$ cat src/rtl/dac_channel_scheduler_pkg.sv
// Shared definitions for the DAC channel scheduler: FSM state codes,
// 24-bit DAC frame layout and default timing parameters.
package dac_channel_scheduler_pkg;

  // FSM state encoding kept as plain constants so older tools can read it
  typedef logic [2:0] sched_state_t;
  localparam sched_state_t ST_IDLE       = 3'd0;
  localparam sched_state_t ST_ISSUE      = 3'd1;
  localparam sched_state_t ST_WAIT_START = 3'd2;
  localparam sched_state_t ST_WAIT_END   = 3'd3;
  localparam sched_state_t ST_GAP        = 3'd4;

  // Default timing in clock_in cycles
  localparam int DEFAULT_GAP_CYCLES = 40;
  localparam int DEFAULT_WD_CYCLES  = 2048;

  // Frame field widths
  localparam int FRAME_W  = 24;
  localparam int SAMPLE_W = 16;
  localparam int CH_IDX_W = 2;

  // Frame field positions (LSB of each field)
  localparam int FRAME_PREFIX_LSB = 22;
  localparam int FRAME_CMD_LSB    = 20;
  localparam int FRAME_ADDR_LSB   = 18;
  localparam int FRAME_PAD_LSB    = 16;
  localparam int FRAME_DATA_LSB   = 0;

  // Fixed field contents: write-and-update command, zero prefix/pad bits
  localparam logic [1:0] FRAME_PREFIX   = 2'b00;
  localparam logic [1:0] FRAME_CMD_LOAD = 2'b01;
  localparam logic [1:0] FRAME_PAD      = 2'b00;

  // Assemble one DAC frame from a channel index and a sample
  function automatic logic [FRAME_W-1:0] make_frame(input logic [CH_IDX_W-1:0] ch,
                                                    input logic [SAMPLE_W-1:0] sample);
    logic [FRAME_W-1:0] f;
    f = '0;
    f[FRAME_PREFIX_LSB +: 2]        = FRAME_PREFIX;
    f[FRAME_CMD_LSB +: 2]           = FRAME_CMD_LOAD;
    f[FRAME_ADDR_LSB +: CH_IDX_W]   = ch;
    f[FRAME_PAD_LSB +: 2]           = FRAME_PAD;
    f[FRAME_DATA_LSB +: SAMPLE_W]   = sample;
    return f;
  endfunction

endpackage

$ cat src/rtl/dac_rr_arbiter.sv
// Combinational round-robin arbiter: searches the pending vector starting
// at rr_ptr and returns the first pending channel index.
module dac_rr_arbiter
  import dac_channel_scheduler_pkg::*;
#(
  parameter int NUM_CH = 4
) (
  input  logic [NUM_CH-1:0]   pending,
  input  logic [CH_IDX_W-1:0] rr_ptr,
  output logic [CH_IDX_W-1:0] grant_idx,
  output logic                grant_valid
);

  // Walk the channels in rotated order and take the first pending one
  always_comb begin
    grant_idx   = '0;
    grant_valid = 1'b0;
    for (int i = 0; i < NUM_CH; i++) begin
      int cand;
      cand = int'(rr_ptr) + i;
      if (cand >= NUM_CH) cand = cand - NUM_CH;
      for (int j = 0; j < NUM_CH; j++) begin
        if (!grant_valid && (j == cand) && pending[j]) begin
          grant_valid = 1'b1;
          grant_idx   = CH_IDX_W'(j);
        end
      end
    end
  end

endmodule

$ cat src/rtl/dac_channel_scheduler.sv
// DAC channel scheduler: holds the latest sample per channel, picks pending
// channels round-robin and hands one 24-bit frame at a time to the serializer,
// pacing frames by the serializer's chip-select and a post-frame gap.
// Optional watchdog on stuck frames is enabled by defining SCHED_WATCHDOG_EN.
module dac_channel_scheduler
  import dac_channel_scheduler_pkg::*;
#(
  parameter int NUM_CH     = 4,
  parameter int GAP_CYCLES = DEFAULT_GAP_CYCLES,
  parameter int WD_CYCLES  = DEFAULT_WD_CYCLES
) (
  input  logic                       clock_in,
  input  logic                       reset,
  input  logic [NUM_CH-1:0]          sample_strobe,
  input  logic [SAMPLE_W*NUM_CH-1:0] sample_data,
  input  logic                       spi_cs_in,
  output logic [FRAME_W-1:0]         dac_data,
  output logic                       dac_send,
  output logic                       busy,
  output logic [NUM_CH-1:0]          overrun,
  output logic                       wd_error
);

  localparam int GAP_W = (GAP_CYCLES < 2) ? 1 : $clog2(GAP_CYCLES + 1);

  // Reject channel counts the 2-bit address field cannot describe
  if (NUM_CH < 2 || NUM_CH > 4 || GAP_CYCLES < 1 || WD_CYCLES < 1) begin : g_cfg_check
    $error("dac_channel_scheduler: unsupported parameter set");
  end

  sched_state_t          state;
  logic [SAMPLE_W-1:0]   holding [NUM_CH];
  logic [NUM_CH-1:0]     pending;
  logic [CH_IDX_W-1:0]   rr_ptr;
  logic [CH_IDX_W-1:0]   grant_idx;
  logic                  grant_valid;
  logic                  grant_fire;
  logic [SAMPLE_W-1:0]   grant_sample;
  logic [GAP_W-1:0]      gap_cnt;
  logic [FRAME_W-1:0]    frame_q;
  logic                  wd_expire;

  dac_rr_arbiter #(
    .NUM_CH (NUM_CH)
  ) u_arbiter (
    .pending     (pending),
    .rr_ptr      (rr_ptr),
    .grant_idx   (grant_idx),
    .grant_valid (grant_valid)
  );

  assign grant_fire = (state == ST_IDLE) && grant_valid;

  // Select the held sample of the granted channel
  always_comb begin
    grant_sample = '0;
    for (int n = 0; n < NUM_CH; n++) begin
      if (grant_idx == CH_IDX_W'(n)) grant_sample = holding[n];
    end
  end

  // Per-channel holding registers, pending and sticky overrun flags
  always_ff @(posedge clock_in) begin
    if (reset) begin
      pending <= '0;
      overrun <= '0;
      for (int n = 0; n < NUM_CH; n++) holding[n] <= '0;
    end else begin
      for (int n = 0; n < NUM_CH; n++) begin
        if (sample_strobe[n]) begin
          holding[n] <= sample_data[SAMPLE_W*n +: SAMPLE_W];
          pending[n] <= 1'b1;
          if (pending[n] && !(grant_fire && (grant_idx == CH_IDX_W'(n))))
            overrun[n] <= 1'b1;
        end else if (grant_fire && (grant_idx == CH_IDX_W'(n))) begin
          pending[n] <= 1'b0;
        end
      end
    end
  end

`ifdef SCHED_WATCHDOG_EN
  localparam int WD_W = $clog2(WD_CYCLES + 1);

  logic [WD_W-1:0] wd_cnt;
  logic            wd_error_q;
  logic            in_wait;

  assign in_wait   = (state == ST_WAIT_START) || (state == ST_WAIT_END);
  assign wd_expire = in_wait && (wd_cnt == WD_W'(WD_CYCLES - 1));
  assign wd_error  = wd_error_q;

  // Count cycles spent waiting on the serializer; flag a frame that never ends
  always_ff @(posedge clock_in) begin
    if (reset) begin
      wd_cnt     <= '0;
      wd_error_q <= 1'b0;
    end else if (in_wait) begin
      if (wd_expire) begin
        wd_cnt     <= '0;
        wd_error_q <= 1'b1;
      end else begin
        wd_cnt <= wd_cnt + 1'b1;
      end
    end else begin
      wd_cnt <= '0;
    end
  end
`else
  assign wd_expire = 1'b0;
  assign wd_error  = 1'b0;
`endif

  // Frame sequencing: grant, issue, follow chip-select, then enforce the gap
  always_ff @(posedge clock_in) begin
    if (reset) begin
      state   <= ST_IDLE;
      gap_cnt <= '0;
      frame_q <= '0;
      rr_ptr  <= '0;
    end else begin
      case (state)
        ST_IDLE: begin
          if (grant_fire) begin
            frame_q <= make_frame(grant_idx, grant_sample);
            rr_ptr  <= (grant_idx == CH_IDX_W'(NUM_CH - 1)) ? '0 : grant_idx + 1'b1;
            state   <= ST_ISSUE;
          end
        end
        ST_ISSUE: begin
          state <= ST_WAIT_START;
        end
        ST_WAIT_START: begin
          if (wd_expire) begin
            state   <= ST_GAP;
            gap_cnt <= GAP_W'(GAP_CYCLES);
          end else if (!spi_cs_in) begin
            state <= ST_WAIT_END;
          end
        end
        ST_WAIT_END: begin
          if (wd_expire || spi_cs_in) begin
            state   <= ST_GAP;
            gap_cnt <= GAP_W'(GAP_CYCLES);
          end
        end
        ST_GAP: begin
          if (gap_cnt <= GAP_W'(1)) begin
            state   <= ST_IDLE;
            gap_cnt <= '0;
          end else begin
            gap_cnt <= gap_cnt - 1'b1;
          end
        end
        default: begin
          state <= ST_IDLE;
        end
      endcase
    end
  end

  assign dac_data = frame_q;
  assign dac_send = (state == ST_ISSUE);
  assign busy     = (state != ST_IDLE);

endmodule
$ cat config.mk
export PLATFORM = sky130hd
export DESIGN_NAME = dac_channel_scheduler
export DESIGN_NICKNAME = d
export VERILOG_FILES = /design/src/rtl/dac_channel_scheduler_pkg.sv /design/src/rtl/dac_rr_arbiter.sv /design/src/rtl/dac_channel_scheduler.sv
export SDC_FILE = /design/constraint.sdc
export NUM_CORES = 1
export LEC_CHECK = 0
export CAP_MARGIN = 20
export CORE_UTILIZATION = 35
export CTS_CLUSTER_SIZE = 28
export DETAILED_ROUTE_END_ITERATION = 6
export GPL_TIMING_DRIVEN = 0
export MAX_ROUTING_LAYER = met4
export PLACE_DENSITY = 0.59
export SYNTH_ARGS = -nofsm -noshare
export SYNTH_HDL_FRONTEND = slang
export SYNTH_SLANG_ARGS = --single-unit
$ cat constraint.sdc
create_clock -name clock_in -period 2.4 [get_ports clock_in]
set_clock_uncertainty 0.2 [all_clocks]
set_input_delay 0.48 -clock clock_in [delete_from_list [all_inputs] [get_ports clock_in]]
set_output_delay 0.48 -clock clock_in [all_outputs]
set_load 0.005 [all_outputs]
# Yosys cells after proc, flatten, opt, wreduce, memory -nomap -nowiden
# Memories as Yosys holds them, arrays and structs flattened.
# Index checks and enable logic that the tools add are counted.
# totals
elab_cells	206
memories	1
ramBits	64
register_bits	38
# classes
n_eq_ne	23
n_lt_le_gt_ge	5
add_sub_neg	9
reduce_logical	78
muxes	74
n_bitwise	4
# mem_list
name	depth	word_bits	read_ports	rd_clocked_by_memory_dff	write_ports	line	rtl
holding	4	16	4	0	4	dac_channel_scheduler.sv:32	logic [SAMPLE_W-1:0] holding [NUM_CH];
# op_table
cell	count
equality test 3 x 32 -> 1 bit, first input constant	8
equality test 2 x 32 -> 1 bit, first input constant	4
logical NOT 32 bit	4
two-way mux 16 bit	8
two-way mux 32 bit	4
>= comparator 32 x 4 -> 1 bit, second input constant	3
subtractor 32 x 4 -> 32 bit, second input constant	3
logical AND 1 bit	40
two-way mux 1 bit	39
two-way mux 2 bit	15
logical NOT 1 bit	19
one-hot mux 3 bit (5 select lines)	1
two-way mux 3 bit	4
two-way mux 6 bit	2
one-hot mux 6 bit (2 select lines)	1
AND reduction 2 bit	6
nonzero test 2 bit	5
inequality test 2 bit, second input constant	4
adder 2 x 2 -> 3 bit, second input constant	2
equality test 3 x 2 -> 1 bit, second input constant	2
less-or-equal comparator 6 x 1 -> 1 bit, second input constant	1
subtractor 6 x 1 -> 6 bit, second input constant	1
equality test 2 bit, second input constant	2
bitwise OR 1 bit	4
11 further kinds	11

# Logic depth before layout (Yosys ltp)
# Gate-level depths: netlist (run 1).
# depth
depth_word	70
mapped_depth	11
depth_no_buf	9

# Hierarchy
# From an unflattened synthesis (run 1), not the netlist that was laid out.
# unflattened
hier_cells	403
area_unflattened_um2	4662.0
# modules_own_cells
module	cells_per_inst	area_per_inst_um2	instances	seq_area_each_um2
dac_channel_scheduler	392	4591.9	1	2682.6
dac_rr_arbiter	11	70.1	1	0.0

# Least setup slack after synthesis (run 1)
# OpenSTA, ideal clock, no wires.
# synth_timing
path_kind	flip-flop to flip-flop
startpoint	register pending[2]
endpoint	register frame_q[0], in the netlist dac_data[0]
stages_incl_launch_ff	12
path_buffers	2
arrival_time_ns	2.169
path_slack_ns	-0.110
required_time_ns	2.059
cell_sequence	dfxtp_1 -> nor2b_1 -> a21o_1 -> a221oi_2 -> inv_1 -> ha_1 -> nor2b_4 -> buf_6 -> buf_8 -> a221oi_1 -> o311a_1 -> nor3_2
# synth_via
elab_chain_cells	59
word_cells_on_any_way	78
classes_between	3 x eq/ne; 32 x mux; 43 x reduce/logical
# synth_lines
element	line	rtl
start, declared	dac_channel_scheduler.sv:33	logic [NUM_CH-1:0] pending;
start signal, assigned	dac_channel_scheduler.sv:65	pending <= '0;
start signal, assigned by index	dac_channel_scheduler.sv:72	pending[n] <= 1'b1;
start signal, assigned by index	dac_channel_scheduler.sv:76	pending[n] <= 1'b0;
logical AND 1 bit	dac_rr_arbiter.sv:23	if (!grant_valid && (j == cand) && pending[j]) begin
two-way mux 1 bit	dac_rr_arbiter.sv:23	
logical NOT 1 bit	dac_rr_arbiter.sv:23	
logical AND 1 bit (2 in series)	dac_rr_arbiter.sv:23	
two-way mux 1 bit	dac_rr_arbiter.sv:23	
logical NOT 1 bit	dac_rr_arbiter.sv:23	
logical AND 1 bit (2 in series)	dac_rr_arbiter.sv:23	
two-way mux 1 bit	dac_rr_arbiter.sv:23	
(+39 left out)	--	
two-way mux 1 bit	dac_rr_arbiter.sv:23	
logical NOT 1 bit	dac_rr_arbiter.sv:23	
logical AND 1 bit (2 in series)	dac_rr_arbiter.sv:23	
two-way mux 2 bit (*)	dac_rr_arbiter.sv:23	
via grant_idx[0]	dac_channel_scheduler.sv:35	logic [CH_IDX_W-1:0] grant_idx;
logical NOT 2 bit	dac_channel_scheduler.sv:58	if (grant_idx == CH_IDX_W'(n)) grant_sample = holding[n];
two-way mux 16 bit (3 in series)	dac_channel_scheduler.sv:58	
two-way mux 16 bit (*)	dac_channel_scheduler.sv:58	
end signal, assigned	dac_channel_scheduler.sv:125	frame_q <= make_frame(grant_idx, grant_sample);
end, declared	dac_channel_scheduler.sv:40	logic [FRAME_W-1:0] frame_q;
# The timed path passes the listed nets; every way through them passes the cells marked *.
# A chain may end at the register's enable or synchronous reset.

# Worst setup path after layout (run 1)
# layout_timing
startpoint	register pending[2]
endpoint	register frame_q[14], in the netlist dac_data[14]
# The elaborated chain is that of the path after synthesis.

==> results of run 1 <==
stage by stage:
step	setup slack [ns]	TNS, ns
floorplan	-0.00437	-0.0306
global placement	-0.464	-6.19
detailed placement	-0.565	-7.15
CTS	-0.198	-2.23
global route	-0.247	-3.11
finish	-0.170	-1.80
state kept, by name, summed over array words and instances, names as in the netlist:
| signal | flops |
|---|---|
| holding | 64 |
| dac_data | 19 |
| gap_cnt | 6 |
| overrun | 4 |
| pending | 4 |
| state | 3 |
| rr_ptr | 2 |
worst min path at each step:
stage	startpoint	endpoint	slack (ns)	cells after the start
floorplan	gap_cnt[5]	gap_cnt[5]	0.24	2
CTS	overrun[2]	overrun[2]	0.29	2
global placement	gap_cnt[5]	gap_cnt[5]	0.25	2
detailed placement	overrun[2]	overrun[2]	0.27	2
finish	overrun[1]	overrun[1]	0.29	2
global route	dac_data[20]	dac_data[20]	0.32	2
metal layers:
metal  share of wire [%]  track usage [%]
met2                  52             31.3
met5                   0                -
met4                 1.0             4.89
met1                  43             20.8
met3                 3.8             3.34
worst register-to-register path, cell delays in order, from the launching register on:
cell      delay (ns)
dfxtp_4         0.37
nor2b_4         0.13
a21o_1          0.18
a221oi_4        0.34
inv_2           0.10
ha_4            0.17
nor2b_4         0.14
buf_12          0.13
buf_12          0.13
a221oi_4        0.30
o311a_1         0.20
nor3_2          0.04
what timing repair did:
| action | CTS | global route |
|---|---|---|
| endpoints found under the setup margin | 20 | 18 |
| setup buffers | 10 | 3 |
| pin swaps | 16 | 16 |
| resized for setup | 53 | 12 |
| cloned | 1 | 0 |
kinds of logic (layout without fill, tap and decap cells):
family	count (synthesis)	count (layout)	share of synthesized area, %
buffers and inverters	39	159	4.94
AND/OR/NAND/NOR	194	194	24.9
adder cells (fa/ha/maj)	6	6	1.59
flip-flops	102	102	57.0
multiplexers	1	1	0.213
other	1	6	0.0797
AO/OA/AOI/OAI	65	65	11.3
final cells by class:
class | instances | area share [%]
Multi-Input combinational cell | 272 | 31.7
Inverter | 9 | 0.508
Tap cell | 176 | 3.31
Clock buffer | 9 | 3.39
Sequential cell | 102 | 40.6
Buffer | 27 | 3.18
Clock inverter | 7 | 1.22
Timing Repair Buffer | 107 | 16.1
report_power, final:
group | switching [uW] | internal, uW | total (uW)
registers | 141 | 2060 | 2210
logic | 769 | 872 | 1640
clock network | 654 | 823 | 1480
total | 1560 | 3760 | 5320
cells in the final DEF (no fill, tap or decap), types with 5 or more instances in the layout:
cell type / instances
a21oi_1: 12
a221oi_4: 13
and2_1: 65
buf_4: 17
buf_6: 5
clkbuf_1: 8
clkbuf_16: 9
clkdlybuf4s50_1: 94
conb_1: 6
dfxtp_1: 32
edfxtp_1: 64
inv_1: 5
nand2_1: 25
nand3_1: 5
nor2_1: 36
nor2b_1: 22
nor3_2: 16
o21ai_0: 5
o311a_1: 16
or2_2: 5
==> Implementation_results.wiki, run 1 <==
{| class="wikitable"
! Metric !! Value
|-
| Capturing point of the worst reg2reg path || dac_data[14]
|-
| Std-Cell Core Area || 0.0132 sq mm
|-
| CTS tree || built
|-
| Max-slew violation count || 0
|-
| Number of cells in the finished layout apart from fillers || 709
|-
| TritonCTS Sinks || 102
|-
| Minimum clock period || 2.57 ns
|-
| Vias/cell || 4.80
|-
| Ports placed on the boundary || 102
|-
| Most instantiated flip-flop cell in the synthesis netlist || edfxtp_1
|-
| RSZ-0062 raised after global routing || yes
|-
| Longest individual stage delay on the worst path || 0.37 ns
|-
| Row count || 42
|-
| Count of synthesis-stage warnings from yosys || 0
|-
| Antenna violations before repair || 0
|-
| Number of antenna cells inserted || 0
|-
| Multi-input logic area || 0.00211 sq mm
|-
| Slowest cell on the critical path || dfxtp_4
|-
| Synth cell types || 48
|-
| Global routing usage summed across all routing layers || 17.8%
|-
| Final standard cell area without fillers || 0.00665 sq mm
|-
| Most area-consuming cells after synthesis || edfxtp_1 41%, dfxtp_1 16%, and2_1 8.6%, nor3_2 3.4%, o311a_1 3.4%
|-
| Number of instances in the placed design || 683
|-
| Critical path cell sequence || nor2b_4, a21o_1, a221oi_4, inv_2, ha_4, nor2b_4, buf_12, buf_12, a221oi_4, o311a_1, nor3_2
|-
| Total number of vias || 3403
|-
| CP top delay family || compound AO/OA/AOI/OAI gates
|-
| Critical Path Source Type || register
|-
| Core utilization of the finished layout || 50.4%
|-
| MaxCap Viol Count || 0
|-
| Maximum number of pins on one net before global-route repair || 19
|-
| Depth of the critical timing path with buffers and inverters included || 11
|-
| Worst reg-to-reg path cell count || 11
|-
| Data arrival time at the worst-slack endpoint || 2.57 ns
|-
| Depth of the CTS H-tree || 3
|-
| Total clock buffers created by CTS || 9
|-
| Post-Syn Area per Cell || 11.5 sq um
|-
| Origin of the worst setup path || pending[2]
|-
| Outcome || complete, but fails checks
|-
| Sequential element share of the synthesized area || 57.0%
|-
| Area leader, netlist || edfxtp_1
|-
| Routed WL || 11600 microns
|-
| Slew Limit Headroom || 49.2%
|-
| Global route overflow || 0
|-
| Number of buffer cells added on primary ports || 94
|-
| Fraction of synthesis flops using an asynchronous set or reset pin || 0%
|-
| Chip Width || 118 microns
|-
| Classification of the worst setup path || register to register
|-
| Total half-perimeter wirelength after legalization and detailed placement || 8340 microns
|-
| Routability congestion estimate from global placement || 0.840
|-
| Critical path endpoint category || register
|-
| Tot Pwr || 5320 uW
|-
| Post-route worst hold slack || 0.290 ns
|-
| Clk slew on worst S/H paths || 0.07 ns
|-
| Latest clock arrival within the worst-skew pair || 0.34 ns
|-
| Number of global-route vias before repair || 3477
|-
| Required arrival time at the worst endpoint || 2.40 ns
|-
| Reg2reg setup slack || -0.17 ns
|-
| Fraction of layout cells with a size suffix above 1 || 20.8%
|-
| Critical path capture point || dac_data[14]
|-
| Worst IR Drop VDD || 414 uV
|-
| Hold-fix buffers at CTS || 0
|-
| Final net count || 605
|-
| Detailed-route wire length per cell || 16.3 microns
|-
| LEAKAGE || 0.00247 uW
|-
| List of most frequent post-synthesis cells || 65 x and2_1, 64 x edfxtp_1, 38 x dfxtp_1
|-
| Slew at the pin with the worst max-slew slack || 0.762 ns
|-
| Area grow syn2layout || 41.3%
|-
| Placed standard-cell area || 0.00590 sq mm
|-
| Iteration count of the initial detailed-routing pass || 4
|-
| Fmax achieved || 389 MHz
|-
| CTS Buffer Depth || 2
|-
| Number of violations reported at the end of detailed-routing iteration 0 || 156
|-
| Area of the mapped netlist || 0.00471 sq mm
|-
| Area of all sequential standard cells || 0.00270 sq mm
|-
| Area of the die || 0.0139 sq mm
|-
| Number of synthesized flops with an enable pin || 64
|-
| Filler cells || 1177
|-
| Power per cell area || 800 mW/mm^2
|-
| Count of antenna-violating nets left after detailed routing || 0
|-
| DRC violations left || 0
|-
| Clock tree root driver cell || clkbuf_16
|-
| Die height || 118 microns
|-
| Worst path setup slack after routing || -0.170 ns
|-
| Number of failing setup endpoints in the final timing report || 16
|-
| Period utilization || 107%
|-
| Worst-path fanout max || 6
|-
| Bufs and invs on worst path || 3
|-
| Wire length of the first global-routing pass || 18300 microns
|-
| Cell with the most instances after synthesis || and2_1
|-
| Register bit count reported by yosys || 102
|-
| Path class of the lowest-slack min-delay path || register to register
|-
| Starting density of the core || 35.7%
|-
| Final Hold Fails || 0
|-
| Number of cells produced by synthesis || 408
|-
| Violated checks || negative setup slack
|-
| Post-synth top area share || 40.8%
|-
| Critical R2R Launch || pending[2]
|}
No activity file was read; power rests on OpenSTA's default activity.
==> inputs of run 2 (changes only) <==
CORE_MARGIN = 4   (was unset)
==> run 2 against run 1 <==
  * The flow still finishes with violations (negative setup slack)
  * Combinational power increased by 6%
  * Register-to-register slack improved by 0.07 ns
  * Global-route usage decreased by 1.8 points
  * Hold slack lost 0.018 ns
==> Implementation_results.wiki, run 2 (synthesis results as in run 1) <==
{| class="wikitable"
! Metric !! Value
|-
| Routed WL || 11700 microns
|-
| Worst reg-to-reg path cell count || 11
|-
| Max-slew violation count || 0
|-
| Global routing usage summed across all routing layers || 16.0%
|-
| Critical path endpoint category || register
|-
| CTS tree || built
|-
| Slew Limit Headroom || 48.4%
|-
| Final standard cell area without fillers || 0.00676 sq mm
|-
| Number of cells in the finished layout apart from fillers || 713
|-
| Cells on Worst Hold Path || 2
|-
| Capturing point of the worst reg2reg path || dac_data[3]
|-
| Count of antenna-violating nets left after detailed routing || 0
|-
| Chip Width || 124 microns
|-
| Classification of the worst setup path || register to register
|-
| Routability congestion estimate from global placement || 0.782
|-
| Tot Pwr || 5360 uW
|-
| Worst IR Drop VDD || 402 uV
|-
| Worst path setup slack after routing || -0.103 ns
|-
| LEAKAGE || 0.00250 uW
|-
| Vias/cell || 4.82
|-
| Final Hold Fails || 0
|-
| Latest clock arrival within the worst-skew pair || 0.34 ns
|-
| Power per cell area || 793 mW/mm^2
|-
| Minimum clock period || 2.50 ns
|-
| TritonCTS Sinks || 102
|-
| Outcome || complete, but fails checks
|-
| Reg2reg setup slack || -0.10 ns
|-
| Ports placed on the boundary || 102
|-
| Bufs and invs on worst path || 3
|-
| Number of violations reported at the end of detailed-routing iteration 0 || 212
|-
| Total clock buffers created by CTS || 9
|-
| Most frequent standard cell in the layout excluding fill and tap cells || clkdlybuf4s50_1
|-
| RSZ-0062 raised after global routing || yes
|-
| Origin of the worst setup path || pending[2]
|-
| Path class of the lowest-slack min-delay path || register to register
|-
| Antenna violations before repair || 0
|-
| Number of antenna cells inserted || 0
|-
| Setup Total Neg Slack || -0.811 ns
|-
| Total number of vias || 3437
|-
| Final net count || 609
|-
| Clock tree root driver cell || clkbuf_16
|-
| CTS Buffer Depth || 2
|-
| Worst Hold Path EP || gap_cnt[5]
|-
| Period utilization || 104%
|-
| Worst-path fanout max || 5
|-
| Fraction of layout cells with a size suffix above 1 || 21.4%
|-
| Number of instances in the placed design || 683
|-
| Required arrival time at the worst endpoint || 2.40 ns
|-
| Slew at the pin with the worst max-slew slack || 0.775 ns
|-
| Std-Cell Core Area || 0.0132 sq mm
|-
| Data arrival time at the worst-slack endpoint || 2.50 ns
|-
| Number of global-route vias before repair || 3470
|-
| Detailed-route wire length per cell || 16.4 microns
|-
| DRC violations left || 0
|-
| Wire length of the first global-routing pass || 18000 microns
|-
| Maximum number of pins on one net before global-route repair || 19
|-
| Largest register FFs || 64
|-
| Area grow syn2layout || 43.6%
|-
| Longest individual stage delay on the worst path || 0.36 ns
|-
| Depth of the CTS H-tree || 3
|-
| Clk slew on worst S/H paths || 0.07 ns
|-
| MaxCap Viol Count || 0
|-
| Critical Path Source Type || register
|-
| Iteration count of the initial detailed-routing pass || 4
|-
| Worst slack at placement || -0.529 ns
|-
| Global route overflow || 0
|-
| Number of buffer cells added on primary ports || 94
|-
| Most frequent cells in the layout || 94 x clkdlybuf4s50_1, 65 x and2_1, 64 x edfxtp_1
|-
| Starting density of the core || 35.7%
|-
| Fmax achieved || 399 MHz
|-
| Area of the die || 0.0154 sq mm
|-
| Critical R2R Launch || pending[2]
|-
| Violated checks || negative setup slack
|-
| CP top delay family || compound AO/OA/AOI/OAI gates
|-
| Slowest cell on the critical path || dfxtp_4
|-
| Register bank with the most flops || holding
|-
| Row count || 42
|-
| Critical path cell sequence || nor2b_4, a21o_1, a221oi_4, inv_2, ha_4, nor2b_4, buf_12, buf_12, a221oi_4, o311a_1, nor3_2
|-
| Hold-fix buffers at CTS || 0
|-
| Critical hold path startpoint || gap_cnt[5]
|-
| Die height || 124 microns
|-
| Total half-perimeter wirelength after legalization and detailed placement || 8460 microns
|-
| Placed standard-cell area || 0.00590 sq mm
|-
| Number of failing setup endpoints in the final timing report || 15
|}
run 2: cell count changes in the layout (fill, tap and decap cells not counted), moves of 2 or more:
cell / previous run / this run
buf_4: 17 / 21
clkbuf_2: 2 / 0
buf_8: 3 / 5
a221oi_2: 4 / 1
a221oi_4: 13 / 16
ha_4: 2 / 4
run 2: where the power goes:
group          switching, uW  internal (uW)  leakage, uW
logic                    797            940      0.00136
registers                140           2060      0.00100
clock network            668            750     0.000139
total                   1610           3750      0.00250
run 2: cell type report:
class | instances | area, sq um
Multi-Input combinational cell | 272 | 2170
Clock buffer | 10 | 239
Clock inverter | 6 | 55.1
Inverter | 9 | 33.8
Fill cell | 1144 | 6430
Buffer | 27 | 231
Tap cell | 176 | 220
Timing Repair Buffer | 111 | 1110
Sequential cell | 102 | 2700
run 2: through the flow:
step	hold slack, ns	util [%]
2_1_floorplan	0.241	-
4_1_cts	0.272	50.3
3_5_place_dp	0.262	44.8
6_report	0.272	51.3
3_3_place_gp	0.253	44.8
5_1_grt	0.300	51.3
run 2: metal layers:
metal  share of wire [%]  global-route usage (%)  vias up
met2                  49                    26.5      112
met1                  44                    19.9     1605
met5                   0                       -        -
met4                 2.5                    6.16        0
li1                    -                       -     1702
met3                 4.9                    2.59       18
run 2: worst min-delay path, cell delays in order, from the launching register on:
cell,delay (ns)
dfxtp_1,0.32
nand2_1,0.05
a21oi_1,0.05
run 2: worst max path at each step:
stage               slack [ns]  depth (start not counted)            to
floorplan               -0.004                         11   dac_data[0]
global placement         -0.48                         11  dac_data[14]
detailed placement       -0.53                         11  dac_data[14]
CTS                      -0.15                         11  dac_data[14]
global route             -0.20                         11   dac_data[3]
finish                   -0.10                         11   dac_data[3]
run 2: repair_timing:
action | CTS | global route
buffers inserted | 12 | 4
pin swaps | 13 | 12
resized for setup | 56 | 26
setup endpoints to repair | 20 | 22
cloned | 1 | 0
==> inputs of run 3 (changes only) <==
CAP_MARGIN = unset   (was 20)
SYNTH_HIERARCHICAL = 1   (was unset)
==> run 3 against run 2 <==
  * Critical path depth shrank 9
  * Non-clock buffer count shrank 5
  * Synthesized area shrank 0.96%
  * Critical endpoint is now busy
  * The run now ends clean
  * Die area shrank 0.90%
  * Utilization shrank 0.87 points
  * Total power shrank 6.3%
  * Hold slack lost 0.0081 ns
  * Register-to-register slack gained 0.18 ns
  * Largest power group unchanged
==> Implementation_results.wiki, run 3 <==
{| class="wikitable"
! Metric !! Value
|-
| Outcome || complete, no violations
|-
| DRC violations left || 0
|-
| Number of synthesized flops with an enable pin || 64
|-
| CTS Buffer Depth || 2
|-
| Number of cells in the finished layout apart from fillers || 695
|-
| Area of the die || 0.0152 sq mm
|-
| Final Hold Fails || 0
|-
| Most frequent cells in the layout || 95 x clkdlybuf4s50_1, 64 x edfxtp_1, 32 x and2_1, 32 x and3_1, 32 x dfxtp_1
|-
| Most area-consuming cells after synthesis || edfxtp_1 41%, dfxtp_1 16%, and2_1 4.3%, and3_1 4.3%, o221ai_1 3.2%
|-
| Met3 layer usage reported by global route || 3.34%
|-
| Period utilization || 97.4%
|-
| Placed standard-cell area || 0.00585 sq mm
|-
| Total clock buffers created by CTS || 9
|-
| Number of cells produced by synthesis || 403
|-
| Clk slew on worst S/H paths || 0.07 ns
|-
| Antenna violations before repair || 0
|-
| Number of buffer cells added on primary ports || 95
|-
| Ports placed on the boundary || 102
|-
| Slew Limit Headroom || 55.8%
|-
| Most frequent standard cell in the layout excluding fill and tap cells || clkdlybuf4s50_1
|-
| Register bank with the most flops || holding
|-
| Iteration count of the initial detailed-routing pass || 4
|-
| Vias/cell || 5.08
|-
| Count of synthesis-stage warnings from yosys || 6
|-
| Final standard cell area without fillers || 0.00646 sq mm
|-
| Worst-path fanout max || 9
|-
| Depth of the CTS H-tree || 3
|-
| Worst path setup slack after routing || 0.0631 ns
|-
| Worst IR Drop VDD || 348 uV
|-
| Met1 Track Usage GR || 22.4%
|-
| Routed WL || 12700 microns
|-
| Chip Width || 123 microns
|-
| Die height || 123 microns
|-
| Area of the mapped netlist || 0.00466 sq mm
|-
| Hold-fix buffers at CTS || 0
|-
| Routability congestion estimate from global placement || 0.825
|-
| Max-slew violation count || 0
|-
| Latest clock arrival within the worst-skew pair || 0.34 ns
|-
| Starting density of the core || 36.4%
|-
| Register bit count reported by yosys || 102
|-
| MaxCap Viol Count || 0
|-
| Power per cell area || 777 mW/mm^2
|-
| Detailed-route wire length per cell || 18.3 microns
|-
| Maximum number of pins on one net before global-route repair || 18
|-
| Fraction of layout cells with a size suffix above 1 || 19.3%
|-
| CTS tree || built
|-
| Total number of vias || 3528
|-
| Classification of the worst setup path || register to output port
|-
| LEAKAGE || 0.00260 uW
|-
| Final net count || 595
|-
| Post-synth top area share || 41.2%
|-
| Row count || 41
|-
| Setup Total Neg Slack || 0 ns
|-
| Std-Cell Core Area || 0.0128 sq mm
|-
| Filler cells || 1179
|-
| TritonCTS Sinks || 102
|-
| Largest register FFs || 64
|-
| Fmax achieved || 428 MHz
|-
| Minimum clock period || 2.34 ns
|-
| Area leader, netlist || edfxtp_1
|-
| Slew at the pin with the worst max-slew slack || 0.662 ns
|-
| Most instantiated flip-flop cell in the synthesis netlist || edfxtp_1
|-
| Global route overflow || 0
|-
| Critical path cell sequence || or3_2, clkdlybuf4s50_1
|-
| Required arrival time at the worst endpoint || 1.72 ns
|-
| Path class of the lowest-slack min-delay path || register to register
|-
| Data arrival time at the worst-slack endpoint || 1.66 ns
|-
| Total half-perimeter wirelength after legalization and detailed placement || 9250 microns
|-
| Met2 track demand over resource || 28.5%
|-
| Number of failing setup endpoints in the final timing report || 0
|-
| Slowest cell on the critical path || or3_2
|-
| Number of violations reported at the end of detailed-routing iteration 0 || 192
|-
| Count of antenna-violating nets left after detailed routing || 0
|-
| RSZ-0062 raised after global routing || yes
|-
| Longest individual stage delay on the worst path || 0.47 ns
|-
| Post-Syn Area per Cell || 11.6 sq um
|-
| Cell with the most instances after synthesis || edfxtp_1
|-
| Critical path endpoint category || output port
|-
| Sequential element share of the synthesized area || 57.5%
|-
| Number of instances in the placed design || 675
|-
| Wire length of the first global-routing pass || 19600 microns
|-
| Global routing usage summed across all routing layers || 17.5%
|-
| Clock tree root driver cell || clkbuf_16
|-
| Fraction of synthesis flops using an asynchronous set or reset pin || 0%
|-
| Number of global-route vias before repair || 3654
|-
| List of most frequent post-synthesis cells || 64 x edfxtp_1, 38 x dfxtp_1, 32 x and2_1, 32 x and3_1, 28 x a21oi_1
|-
| Most used routing layer in global routing || met2
|-
| Worst slack at placement || -0.904 ns
|-
| Critical Path Source Type || register
|-
| Synth cell types || 56
|-
| Area grow syn2layout || 38.6%
|-
| Number of antenna cells inserted || 0
|}
## run 3: worst paths after layout
kind / cells past startpoint / endpoint / slack (ns) / startpoint
max: 2 / busy / 0.06 / state[0]
min reg2reg: 2 / dac_data[19] / 0.26 / dac_data[19]
min: 2 / dac_data[19] / 0.26 / dac_data[19]
max reg2reg: 9 / dac_data[5] / 0.08 / rr_ptr[0]
## run 3: layout make-up
cell class,instances,area [sq um],share of cell area [%]
clock buffer,9,225,3.49
buffer,32,236,3.66
inverter,11,47.5,0.736
tap,172,215,3.33
clock inverter,7,97.6,1.51
sequential,102,2700,41.7
timing repair buffer,101,996,15.4
multi-input combinational,261,1950,30.2
## run 3: power breakdown
group | switching [uW] | internal, uW | leakage [uW] | total [uW]
logic | 610 | 652 | 0.00145 | 1260
registers | 123 | 2060 | 0.00100 | 2180
clock network | 663 | 917 | 0.000148 | 1580
## run 3: metal layers
layer | vias up | wire length, microns
li1 | 1714 | -
met1 | 1701 | 5540
met2 | 99 | 6420
met3 | 14 | 607
met4 | 0 | 174
met5 | - | 0
## run 3: cells by family (layout without fill, tap and decap cells)
family	Yosys count	after routing	share of synthesized area (%)
xor+xnor	1	1	0.188
simple gates	132	132	18.4
compound gates	114	114	17.1
fa+ha+maj	6	6	1.61
flops	102	102	57.5
mux	2	2	0.456
buf+inv	45	160	4.56
other cells	1	6	0.0804
## run 3: worst max-delay path: cells and delay by family, from the launching register on
kind          cells  cell delay [ns]
buf+inv           1             0.45
flops             1             0.39
simple gates      1             0.47
## run 3: repair_timing
| action | in CTS | in global routing |
|---|---|---|
| pin swaps | 8 | 7 |
| endpoints found under the setup margin | 57 | 20 |
| gates resized for setup | 46 | 25 |
| setup buffers | 3 | 3 |
## run 3: per-stage QoR
stage / power (uW) / util [%] / hold slack, ns
after CTS: 4970 / 49.6 / 0.263
after global routing: 5230 / 50.4 / 0.299
after detailed placement: 3280 / 45.6 / 0.253
after global placement: 3260 / 45.6 / 0.253
after floorplan: 2750 / - / 0.248
final: 5020 / 50.4 / 0.264
